===== config.mk =====
export PLATFORM = sky130hd
export DESIGN_NAME = jtag_tap_controller
export DESIGN_NICKNAME = d
export VERILOG_FILES = /design/src/rtl/jtag_pkg.sv /design/src/rtl/jtag_tap_fsm.sv /design/src/rtl/jtag_tap_controller.sv
export SDC_FILE = /design/constraint.sdc
export NUM_CORES = 1
export LEC_CHECK = 0
export ABC_AREA = 1
export ABC_CLOCK_PERIOD_IN_PS = 1860
export BUFFER_PORTS_ARGS = -buffer_cell sky130_fd_sc_hd__buf_2
export CORE_MARGIN = 5
export CORE_UTILIZATION = 48
export DETAILED_ROUTE_END_ITERATION = 6
export GPL_ROUTABILITY_DRIVEN = 0
export PLACE_DENSITY = 0.82
export SYNTH_ARGS = -nofsm -noshare
export SYNTH_HDL_FRONTEND = slang
export SYNTH_SLANG_ARGS = --single-unit

===== constraint.sdc =====
create_clock -name Clock -period 1.86 [get_ports Clock]
set_input_delay 0.279 -clock Clock [delete_from_list [all_inputs] [get_ports Clock]]
set_output_delay 0.279 -clock Clock [all_outputs]
set_load 0.01 [all_outputs]

===== src/rtl/jtag_pkg.sv =====
// Shared TAP state encoding, opcodes and IR capture pattern.
// Imported by jtag_tap_fsm and jtag_tap_controller.
package jtag_pkg;

  typedef enum logic [3:0] {
    TLR    = 4'd0,
    RTI    = 4'd1,
    SEL_DR = 4'd2,
    CAP_DR = 4'd3,
    SH_DR  = 4'd4,
    EX1_DR = 4'd5,
    PAU_DR = 4'd6,
    EX2_DR = 4'd7,
    UPD_DR = 4'd8,
    SEL_IR = 4'd9,
    CAP_IR = 4'd10,
    SH_IR  = 4'd11,
    EX1_IR = 4'd12,
    PAU_IR = 4'd13,
    EX2_IR = 4'd14,
    UPD_IR = 4'd15
  } tap_state_e;

  // Opcodes are zero-extended to IR_WIDTH; BYPASS is all ones.
  localparam int OPC_EXTEST = 0;
  localparam int OPC_IDCODE = 1;
  localparam int OPC_SAMPLE = 2;

  localparam int IR_CAPTURE = 1;

endpackage


===== src/rtl/jtag_tap_fsm.sv =====
// 16-state TAP controller FSM with decoded per-state strobes.
// tlr flags the edge that enters (or stays in) Test-Logic-Reset.
module jtag_tap_fsm
  import jtag_pkg::*;
(
  input  logic       Clock,
  input  logic       Reset,
  input  logic       TMS,
  output tap_state_e state,
  output logic       capture_dr,
  output logic       shift_dr,
  output logic       update_dr,
  output logic       capture_ir,
  output logic       shift_ir,
  output logic       update_ir,
  output logic       tlr
);

  tap_state_e state_q, state_d;

  always_ff @(posedge Clock or posedge Reset) begin
    if (Reset) state_q <= TLR;
    else       state_q <= state_d;
  end

  always_comb begin
    state_d = state_q;
    unique case (state_q)
      TLR:    state_d = TMS ? TLR    : RTI;
      RTI:    state_d = TMS ? SEL_DR : RTI;
      SEL_DR: state_d = TMS ? SEL_IR : CAP_DR;
      CAP_DR: state_d = TMS ? EX1_DR : SH_DR;
      SH_DR:  state_d = TMS ? EX1_DR : SH_DR;
      EX1_DR: state_d = TMS ? UPD_DR : PAU_DR;
      PAU_DR: state_d = TMS ? EX2_DR : PAU_DR;
      EX2_DR: state_d = TMS ? UPD_DR : SH_DR;
      UPD_DR: state_d = TMS ? SEL_DR : RTI;
      SEL_IR: state_d = TMS ? TLR    : CAP_IR;
      CAP_IR: state_d = TMS ? EX1_IR : SH_IR;
      SH_IR:  state_d = TMS ? EX1_IR : SH_IR;
      EX1_IR: state_d = TMS ? UPD_IR : PAU_IR;
      PAU_IR: state_d = TMS ? EX2_IR : PAU_IR;
      EX2_IR: state_d = TMS ? UPD_IR : SH_IR;
      UPD_IR: state_d = TMS ? SEL_DR : RTI;
    endcase
  end

  assign state      = state_q;
  assign capture_dr = (state_q == CAP_DR);
  assign shift_dr   = (state_q == SH_DR);
  assign update_dr  = (state_q == UPD_DR);
  assign capture_ir = (state_q == CAP_IR);
  assign shift_ir   = (state_q == SH_IR);
  assign update_ir  = (state_q == UPD_IR);
  assign tlr        = (state_d == TLR);

endmodule


===== src/rtl/jtag_tap_controller.sv =====
// TAP controller: IR, bypass, optional IDCODE (JTAG_TAP_IDCODE_EN),
// TDO mux and boundary-chain control decode.
module jtag_tap_controller
  import jtag_pkg::*;
#(
  parameter int          IR_WIDTH   = 4,
  parameter logic [31:0] IDCODE_VAL = 32'h1000_0001,
  parameter int          BSR_LEN    = 8
) (
  input  logic                Clock,
  input  logic                Reset,
  input  logic                TMS,
  input  logic                TDI,
  input  logic                BSR_TDO,
  output logic                TDO,
  output logic                TDO_En,
  output logic                Shift_or_Load,
  output logic                BSR_ClockEn,
  output logic                BSR_UpdateEn,
  output logic                Test_or_Normal,
  output logic [3:0]          Tap_State,
  output logic [IR_WIDTH-1:0] IR_Out
);

  localparam logic [IR_WIDTH-1:0] OP_EXTEST = IR_WIDTH'(OPC_EXTEST);
  localparam logic [IR_WIDTH-1:0] OP_SAMPLE = IR_WIDTH'(OPC_SAMPLE);
  localparam logic [IR_WIDTH-1:0] OP_IDCODE = IR_WIDTH'(OPC_IDCODE);
  localparam logic [IR_WIDTH-1:0] OP_BYPASS = '1;
  localparam logic [IR_WIDTH-1:0] IR_CAP    = IR_WIDTH'(IR_CAPTURE);
`ifdef JTAG_TAP_IDCODE_EN
  localparam logic [IR_WIDTH-1:0] IR_RESET  = OP_IDCODE;
`else
  localparam logic [IR_WIDTH-1:0] IR_RESET  = OP_BYPASS;
`endif

  if (IR_WIDTH < 2 || BSR_LEN < 1 || !IDCODE_VAL[0]) begin : g_param_err
    $error("jtag_tap_controller: illegal parameter value");
  end

  tap_state_e state;
  logic capture_dr, shift_dr, update_dr;
  logic capture_ir, shift_ir, update_ir;
  logic tlr;

  jtag_tap_fsm u_fsm (
    .Clock      (Clock),
    .Reset      (Reset),
    .TMS        (TMS),
    .state      (state),
    .capture_dr (capture_dr),
    .shift_dr   (shift_dr),
    .update_dr  (update_dr),
    .capture_ir (capture_ir),
    .shift_ir   (shift_ir),
    .update_ir  (update_ir),
    .tlr        (tlr)
  );

  logic [IR_WIDTH-1:0] ir_q, ir_d;
  logic [IR_WIDTH-1:0] irsr_q, irsr_d;
  logic                byp_q, byp_d;
  logic                tdo_q, tdo_d;
  logic                tdo_en_q, tdo_en_d;
  logic                sel_bsr;

  assign sel_bsr = (ir_q == OP_EXTEST) || (ir_q == OP_SAMPLE);

`ifdef JTAG_TAP_IDCODE_EN
  logic [31:0] idc_q, idc_d;
  logic        sel_idc;

  assign sel_idc = (ir_q == OP_IDCODE);

  always_ff @(posedge Clock or posedge Reset) begin
    if (Reset) idc_q <= IDCODE_VAL;
    else       idc_q <= idc_d;
  end
`endif

  always_ff @(posedge Clock or posedge Reset) begin
    if (Reset) begin
      ir_q     <= IR_RESET;
      irsr_q   <= '0;
      byp_q    <= 1'b0;
      tdo_q    <= 1'b0;
      tdo_en_q <= 1'b0;
    end else begin
      ir_q     <= ir_d;
      irsr_q   <= irsr_d;
      byp_q    <= byp_d;
      tdo_q    <= tdo_d;
      tdo_en_q <= tdo_en_d;
    end
  end

  always_comb begin
    ir_d     = ir_q;
    irsr_d   = irsr_q;
    byp_d    = byp_q;
    tdo_d    = tdo_q;
    tdo_en_d = shift_dr | shift_ir;
`ifdef JTAG_TAP_IDCODE_EN
    idc_d    = idc_q;
`endif
    if (capture_ir) irsr_d = IR_CAP;
    if (shift_ir) begin
      tdo_d  = irsr_q[0];
      irsr_d = {TDI, irsr_q[IR_WIDTH-1:1]};
    end
    if (update_ir) ir_d = irsr_q;
    if (tlr)       ir_d = IR_RESET;
    if (capture_dr) begin
      byp_d = 1'b0;
`ifdef JTAG_TAP_IDCODE_EN
      idc_d = IDCODE_VAL;
`endif
    end
    // Unselected data registers hold, so only the active one moves.
    if (shift_dr) begin
`ifdef JTAG_TAP_IDCODE_EN
      unique case (1'b1)
        sel_bsr: tdo_d = BSR_TDO;
        sel_idc: begin
          tdo_d = idc_q[0];
          idc_d = {TDI, idc_q[31:1]};
        end
        default: begin
          tdo_d = byp_q;
          byp_d = TDI;
        end
      endcase
`else
      if (sel_bsr) begin
        tdo_d = BSR_TDO;
      end else begin
        tdo_d = byp_q;
        byp_d = TDI;
      end
`endif
    end
  end

  assign TDO            = tdo_q;
  assign TDO_En         = tdo_en_q;
  assign Tap_State      = state;
  assign IR_Out         = ir_q;
  assign Test_or_Normal = (ir_q == OP_EXTEST);
  assign BSR_ClockEn    = sel_bsr & (capture_dr | shift_dr);
  assign Shift_or_Load  = sel_bsr & shift_dr;
  assign BSR_UpdateEn   = sel_bsr & update_dr;

endmodule


### Word level (Yosys, flattened, before mapping)

Cells that the tools add are included.

| operators by class | value |
|---|---|
| $add $sub $neg | 0 |
| multipliers | 0 |
| divide/modulo/power cells | 0 |
| order comparisons | 0 |
| equal/unequal tests | 16 |
| shifts and indexed selects | 0 |
| multiplexer cells | 23 |
| bitwise gates (word level) | 5 |
| reduce and logical (&&, ||, !) cells | 10 |

Operator list:

| kind | count |
|---|---|
| 4-bit one-hot mux with 12 select lines | 1 |
| 4-bit equality test, second input constant | 8 |
| 4-bit 2-to-1 mux | 8 |
| 4-bit by 3-bit equality test with 1-bit output, second input constant | 4 |
| 4-bit by 2-bit equality test with 1-bit output, second input constant | 3 |
| 4-bit zero test | 3 |
| 1-bit 2-to-1 mux | 9 |
| 2-bit 2-to-1 mux | 3 |
| 3-bit 2-to-1 mux | 2 |
| 2-bit nonzero test | 3 |
| 4-bit by 1-bit equality test with 1-bit output, second input constant | 1 |
| 2-bit OR reduction | 2 |
| 1-bit bitwise AND | 3 |
| 3-bit OR reduction | 1 |
| 1-bit bitwise OR | 2 |
| 1-bit logical OR | 1 |

| word-level totals | value |
|---|---|
| register bits after elaboration | 15 |
| latch bits | 0 |
| RAM bits | 0 |
| bits in read-only memories | 0 |
| input port bits | 5 |
| memories kept | 0 |

### Logic depth before layout (Yosys ltp)

Gate-level depths: netlist (run 1).

| logic depth | value |
|---|---|
| word-level depth | 5 |
| depth in mapped cells | 10 |

### Cells and area by module

Synthesis (run 1) repeated with hierarchy kept, for this count alone.

| second synthesis, totals | value |
|---|---|
| cells, all modules | 136 |
| area total of the unflattened synthesis | 898.4 um2 |

By module, submodules not included:

| module | times used | cells each | area an instance (um2) |
|---|---|---|---|
| jtag_tap_controller | 1 | 57 | 494.2 |
| jtag_tap_fsm | 1 | 79 | 404.1 |

### Worst setup path before layout (run 1)

No wires, ideal clock.

| path | value |
|---|---|
| path kind | flip-flop to output port |
| from | register u_fsm.state_q[1] (netlist: u_fsm.state[1]) |
| to | output port BSR_ClockEn |
| arrival | 1.051 ns |
| required time | 1.581 ns |
| slack | 0.530 ns |
| cell stages (with the launch flop) | 4 |
| path through | dfrtp_1 > nor2_1 > nand2_4 > a21oi_1 |

| on the way | value |
|---|---|
| word-level cells in the longest chain between the ends | 3 |

RTL lines:

| item | RTL line | RTL |
|---|---|---|
| start, declared | jtag_tap_fsm.sv:19 | `tap_state_e state_q, state_d;` |
| start signal, assigned | jtag_tap_fsm.sv:23 | `else state_q <= state_d;` |
| 4-bit by 2-bit equality test with 1-bit output / 4-bit by 3-bit equality test with 1-bit output (equally long branches) | jtag_tap_fsm.sv:49, jtag_tap_fsm.sv:50 |  |
| 1-bit bitwise OR * | jtag_tap_controller.sv:148 | `assign BSR_ClockEn = sel_bsr & (capture_dr \| shift_dr);` |
| 1-bit bitwise AND * | jtag_tap_controller.sv:148 |  |
| end, declared | jtag_tap_controller.sv:18 | `output logic BSR_ClockEn,` |

Every way passes the cells marked *; elsewhere a longest branch is shown, timed or not.

### Worst setup path in the final report (run 1)

| path | value |
|---|---|
| from | register u_fsm.state_q[2] (netlist: u_fsm.state[2]) |
| to | output port BSR_ClockEn |

The elaborated chain is that of the path after synthesis.

==> flow_summary_export.csv, run 1 <==
group,metric,value,unit
placed_design,portBuffers,18,
timing,fmaxAchievable,578,MHz
global_route,grt_use_total,0.162,
detailed_routing,antenna_left,0,
logic_synthesis,synth.net_count,128,
logic_synthesis,synthCells,123,
global_route,grt_max_degree,16,
power_and_ir_drop,power.leakage,0.591,nW
power_and_ir_drop,power.density,1400,mW/mm^2
logic_synthesis,ys_warn_count,0,
power_and_ir_drop,clkPwrFrac,0.133,
detailed_routing,wirelength,1.93,mm
logic_synthesis,syn_area,888,sq um
power_and_ir_drop,intPower,0.777,mW
clocking,clk_pin_slew,100,ps
floorplan,io_pins,19,
floorplan,fp.dieW,53.0,microns
floorplan,die_area,0.00281,sq mm
floorplan,die_h,53.0,microns
timing,period_share,0.931,
worst_setup_path,crit_path_end_kind,"output port",
logic_synthesis,yosysUniqueCellTypes,18,
detailed_routing,avgViaCountPerCell,4.92,
floorplan,fp-row-count,15,
detailed_routing,drt_first_pass_iters,4,
worst_setup_path,rrSetupSlack,440,ps
timing,slew_headroom,0.621,
placed_design,dp_hpwl,1.50,mm
detailed_routing,vias,836,
logic_synthesis,postSynthAreaPerCell,7.22,sq um
cells_and_area,seq_area,382,sq um
timing,period_minus_slack,1730,ps
detailed_routing,drt_drc_violations_left,0,
global_route,grt_overflow,0,
power_and_ir_drop,ir_drop,775,uV
worst_setup_path,cp_max_fo,6,
clocking,post_cts_buffers,0,
power_and_ir_drop,power.switching,0.689,mW
power_and_ir_drop,power_frac_comb,0.486,
cells_and_area,fin_area,0.00104,sq mm
cells_and_area,fillerInstances,169,
global_route,grt_first_pass_wirelength,3.27,mm
floorplan,core,0.00175,sq mm
timing,rsz0062_at_grt,"no",
worst_setup_path,path_class,"reg -> out",
timing,finalSetupViolations,0,
clocking,htreeDepth,1,
cells_and_area,fin_nets,151,
placed_design,dpl_cell_area,0.00101,sq mm
global_route,grt_pass1_vias,769,
clocking,cts_buffer_depth,2,
cells_and_area,multiInputGateArea,434,sq um
clocking,cts_tree,"built",
clocking,root_buffer,"clkbuf_4",
floorplan,start_util,0.509,
detailed_routing,drt-initial-drc-count,17,
logic_synthesis,ys_seq_area_frac,0.428,
timing,drv_slew,0,
timing,worst_slew_pin_slew,568,ps
worst_setup_path,crit_required,1580,ps
worst_setup_path,critPathArrivalTime,1450,ps
worst_setup_path,start_kind,"flop",
timing,hold_viol,0,
clocking,cts_buffers,3,
power_and_ir_drop,power_frac_seq,0.381,
detailed_routing,wire_per_inst,11.3,microns
clocking,postCtsResizedCells,0,
timing,setup_tns,0,ps
timing,skew,6.22,ps
global_route,antenna_found_initial,0,
power_and_ir_drop,swShare,0.470,
cells_and_area,area_growth_syn_to_layout,17.5,%
timing,whs,18.8,ps
clocking,cts_hold_buf,0,
hold_path,hp-class,"in -> async",
clocking,clk_latency,290,ps
outcome,outcome,"finished clean",
clocking,clock-sinks,15,
job,cap_violations,0,
logic_synthesis,synth_seq_cells,15,
cells_and_area,diodes,0,
cells_and_area,drive_above_1_share,0.303,
worst max-delay path, cell delays in order (launching register included):
cell and delay [ps]:
dfrtp_1 510, inv_1 120, nor2_4 140, nand2_4 90, a21oi_1 140, buf_2 150
path summary, 6_finish.rpt:
kind | from | to | cells past startpoint
worst max-delay path | u_fsm.state[2]$_DFF_PP0_ | BSR_ClockEn | 5
worst min-delay path | Reset | u_fsm.state[0]$_DFF_PP0_ | 2
worst max register to register | u_fsm.state[1]$_DFF_PP0_ | IR_Out[3]$_DFFE_PP1P_ | 8
worst min register to register | byp_q$_DFF_PP0_ | byp_q$_DFF_PP0_ | 2
max in group asynchronous | Reset | u_fsm.state[1]$_DFF_PP0_ | 2
min in group Clock | TDI | byp_q$_DFF_PP0_ | 3
per-stage QoR:
| step | total power, mW | setup slack, ps | std cells | util |
|---|---|---|---|---|
| 5_1_grt | 1.60 | 0.773 | 170 | 0.598 |
| 2_1_floorplan | 1.07 | 530 | 123 | - |
| 6_report | 1.47 | 128 | 170 | 0.598 |
| 3_3_place_gp | 1.24 | 500 | 166 | 0.578 |
| 4_1_cts | 1.46 | 106 | 170 | 0.594 |
| 3_5_place_dp | 1.26 | 442 | 166 | 0.578 |
power by group through the flow:
stage | combinational, mW | sequential [mW] | clock, mW
CTS | 0.708 | 0.551 | 0.200
finish | 0.712 | 0.558 | 0.195
global route | 0.813 | 0.573 | 0.210
detailed placement | 0.702 | 0.558 | 0
floorplan | 0.503 | 0.571 | 0
global placement | 0.687 | 0.551 | 0
area by class of cell:
class / instances / share of cell area
clock inverter: 1 / 0.00480
inverter: 21 / 0.0755
tap: 25 / 0.0300
sequential: 15 / 0.366
multi-input combinational: 87 / 0.416
clock buffer: 3 / 0.0216
timing repair buffer: 18 / 0.0863
sequential cells by signal, indices dropped and copies added, names as in the netlist:
signal	cells
IR_Out	4
byp_q	1
u_fsm.state	4
irsr_q	4
TDO	1
TDO_En	1
cells in the mapped netlist:
cell type | n | area share
nand3_2 | 3 | 0.034
dfstp_2 | 4 | 0.12
o21ai_0 | 7 | 0.039
nor2_1 | 14 | 0.059
o22ai_1 | 4 | 0.028
inv_2 | 2 | 0.0085
nand4_1 | 1 | 0.0070
dfrtp_1 | 11 | 0.31
nand2_4 | 1 | 0.013
o211ai_1 | 1 | 0.0085
inv_1 | 19 | 0.080
nand2_1 | 35 | 0.15
nor2_4 | 2 | 0.025
nand3_1 | 8 | 0.045
a31oi_1 | 1 | 0.0070
a21oi_1 | 1 | 0.0056
nor2_2 | 4 | 0.028
nand2_2 | 5 | 0.035
cells in the final DEF (no fill, tap or decap), drive strengths merged, types with 3 or more instances in the layout:
master | synthesis | routed
buf | 0 | 18
clkbuf | 0 | 3
dfstp | 4 | 4
nor2 | 20 | 20
inv | 21 | 21
dfrtp | 11 | 11
o22ai | 4 | 4
o21ai | 7 | 7
nand3 | 11 | 11
nand2 | 41 | 41
cell families after synthesis:
kind of cell | count (synthesis) | synth area share
flip-flops | 15 | 0.428
buffers and inverters | 21 | 0.0887
AO/OA/AOI/OAI | 14 | 0.0887
AND/OR/NAND/NOR | 73 | 0.394
metal layers:
| metal | vias up | share of wire | GRT usage |
|---|---|---|---|
| li1 | 429 | - | - |
| met1 | 380 | 0.46 | 0.199 |
| met2 | 22 | 0.48 | 0.262 |
| met3 | 5 | 0.036 | 0.0366 |
| met4 | 0 | 0.021 | 0.0851 |
| met5 | - | 0 | 0 |
Power figures use the tool's default switching activity.
==> inputs of run 2 (changes only) <==
--- a/config.mk
+++ b/config.mk
@@ -5,7 +5,7 @@
 export SDC_FILE = /design/constraint.sdc
 export NUM_CORES = 1
 export LEC_CHECK = 0
-export ABC_AREA = 1
+export ABC_AREA = 0
 export ABC_CLOCK_PERIOD_IN_PS = 1860
 export BUFFER_PORTS_ARGS = -buffer_cell sky130_fd_sc_hd__buf_2
 export CORE_MARGIN = 5
==> run 2 against run 1 <==
Effect of this change:
- final cell count decreased by 16%
- die area increased by 1.4%
- clock skew decreased by 4.0 ps
- largest power group unchanged
==> flow_summary_export.csv, run 2 <==
group,metric,value,unit
detailed_routing,drt-initial-drc-count,14,
detailed_routing,vias,811,
floorplan,io_pins,19,
clocking,cts_buffer_depth,2,
timing,finalSetupViolations,0,
timing,worst_slew_pin_slew,551,ps
timing,setup_tns,0,ps
logic_synthesis,synth_edf_count,0,
worst_setup_path,worstRegToRegCells,4,
clocking,cts_hold_buf,0,
floorplan,start_util,0.512,
placed_design,portBuffers,18,
clocking,cts_buffers,3,
timing,period_share,0.945,
clocking,cts_tree,"built",
floorplan,core,0.00176,sq mm
logic_synthesis,postSynthAreaPerCell,8.94,sq um
power_and_ir_drop,ir_drop,810,uV
floorplan,die_area,0.00285,sq mm
placed_design,dp_hpwl,1.49,mm
logic_synthesis,async_flop_share,1.00,
floorplan,die_h,53.4,microns
global_route,grt_pass1_vias,765,
timing,skew,2.18,ps
logic_synthesis,synth_area_leaders,"dfrtp_1, dfstp_2, mux2i_1",
clocking,clk_latency,290,ps
logic_synthesis,yosysUniqueCellTypes,39,
placed_design,dpl_cell_area,0.00100,sq mm
detailed_routing,drt_first_pass_iters,4,
timing,slew_headroom,0.633,
worst_setup_path,crit_path_end_kind,"output port",
worst_setup_path,worstReg2RegStart,"u_fsm.state[1]$_DFF_PP0_",
cells_and_area,area_growth_syn_to_layout,15.5,%
cells_and_area,layout_commonest_cell,"buf_2",
clocking,root_buffer,"clkbuf_4",
floorplan,fp.dieW,53.4,microns
logic_synthesis,synthCells,101,
timing,rsz0062_at_grt,"no",
worst_setup_path,worstSetupStartpoint,"u_fsm.state[2]$_DFF_PP0_",
outcome,outcome,"finished clean",
worst_setup_path,worstReg2RegEnd,"byp_q$_DFF_PP0_",
global_route,grt_max_degree,24,
logic_synthesis,yosysTopAreaCellShare,0.305,
worst_setup_path,cp_max_fo,5,
cells_and_area,final_cell_mix,"buf_2, nand2_1, dfrtp_1, o21ai_0, mux2i_1",
worst_setup_path,critPathArrivalTime,1480,ps
cells_and_area,diodes,0,
logic_synthesis,ys.flop_type,"dfrtp_1",
timing,fin_ws,102,ps
logic_synthesis,syn_area,903,sq um
clocking,clock-sinks,15,
timing,hold_viol,0,
global_route,grt_first_pass_wirelength,3.53,mm
logic_synthesis,yosysTopAreaCell,"dfrtp_1",
cells_and_area,fin_area,0.00104,sq mm
cells_and_area,utilization,0.591,
job,cap_violations,0,
timing,fmaxAchievable,569,MHz
detailed_routing,wire_per_inst,14.2,microns
global_route,grt_use_total,0.170,
global_route,antenna_found_initial,0,
cells_and_area,drive_above_1_share,0.297,
timing,drv_slew,0,
timing,whs,20.8,ps
detailed_routing,avgViaCountPerCell,5.67,
worst_setup_path,start_kind,"flop",
cells_and_area,fin_nets,124,
power_and_ir_drop,power.density,1610,mW/mm^2
worst_setup_path,path_class,"reg -> out",
floorplan,fp-row-count,15,
logic_synthesis,ys_top_cells_by_count,"nand2_1, dfrtp_1, o21ai_0, mux2i_1, nor2_1",
clocking,htreeDepth,1,
logic_synthesis,synth_seq_cells,15,
hold_path,hp-class,"in -> async",
logic_synthesis,synth.most_common_cell,"nand2_1",
clocking,post_cts_buffers,0,
worst_setup_path,rrSetupSlack,480,ps
logic_synthesis,synth.net_count,106,
global_route,grt_overflow,0,
logic_synthesis,ys_seq_area_frac,0.421,
timing,period_minus_slack,1760,ps
placed_design,dp_slack,376,ps
detailed_routing,wirelength,2.03,mm
logic_synthesis,ys_warn_count,0,
worst_setup_path,crit_required,1580,ps
power_and_ir_drop,power.leakage,0.474,nW
detailed_routing,antenna_left,0,
detailed_routing,drt_drc_violations_left,0,
clocking,clk_pin_slew,90,ps
run 2: worst max path at each step:
stage	to	slack (ps)	depth (start not counted)
finish	Shift_or_Load	100	4
global route	BSR_ClockEn	0.5	5
CTS	BSR_ClockEn	50	3
detailed placement	BSR_UpdateEn	380	3
global placement	BSR_UpdateEn	380	3
floorplan	BSR_UpdateEn	340	3
run 2: logic make-up (layout without fill, tap and decap cells):
kind of cell,count (synthesis),count (layout),synth area share
flip-flops,15,15,0.421
buffers and inverters,12,29,0.0679
AO/OA/AOI/OAI,25,25,0.170
AND/OR/NAND/NOR,41,41,0.252
XOR/XNOR,1,1,0.00970
multiplexers,7,7,0.0789
run 2: worst max-delay path, cell delays in order, from the launching register on:
cell and delay, ps:
dfrtp_1 380, inv_2 70, or4_1 500, nor2_1 110
buf_2 130
run 2: timing repair:
item	in CTS	in global routing
setup endpoints to repair	0	2
resized for setup	0	2
hold endpoints to repair	0	0
run 2: stage by stage:
stage          total power [mW]  cells
6_report                   1.68    143
5_1_grt                    1.84    143
4_1_cts                    1.68    143
3_5_place_dp               1.50    139
3_3_place_gp               1.44    139
2_1_floorplan              1.26    101
run 2: report_power, final:
group | switching [mW] | internal [mW]
logic | 0.526 | 0.384
registers | 0.103 | 0.484
clock network | 0.107 | 0.0800
total | 0.736 | 0.948
run 2: layer usage:
layer / share of wire / up-vias / wire length [microns] / GRT usage
met2: 0.53 / 25 / 1090 / 0.302
met5: 0 / - / 0 / 0
met3: 0.044 / 5 / 89 / 0.0254
met4: 0.016 / 0 / 32 / 0.0638
li1: - / 394 / - / -
met1: 0.41 / 387 / 826 / 0.203
run 2: cell type report:
cell class | count | area, sq um
multi-input combinational | 74 | 473
timing repair buffer | 22 | 120
clock buffer | 3 | 22.5
sequential | 15 | 380
inverter | 3 | 11.3
fill | 163 | 721
clock inverter | 1 | 5.00
tap | 25 | 31.3
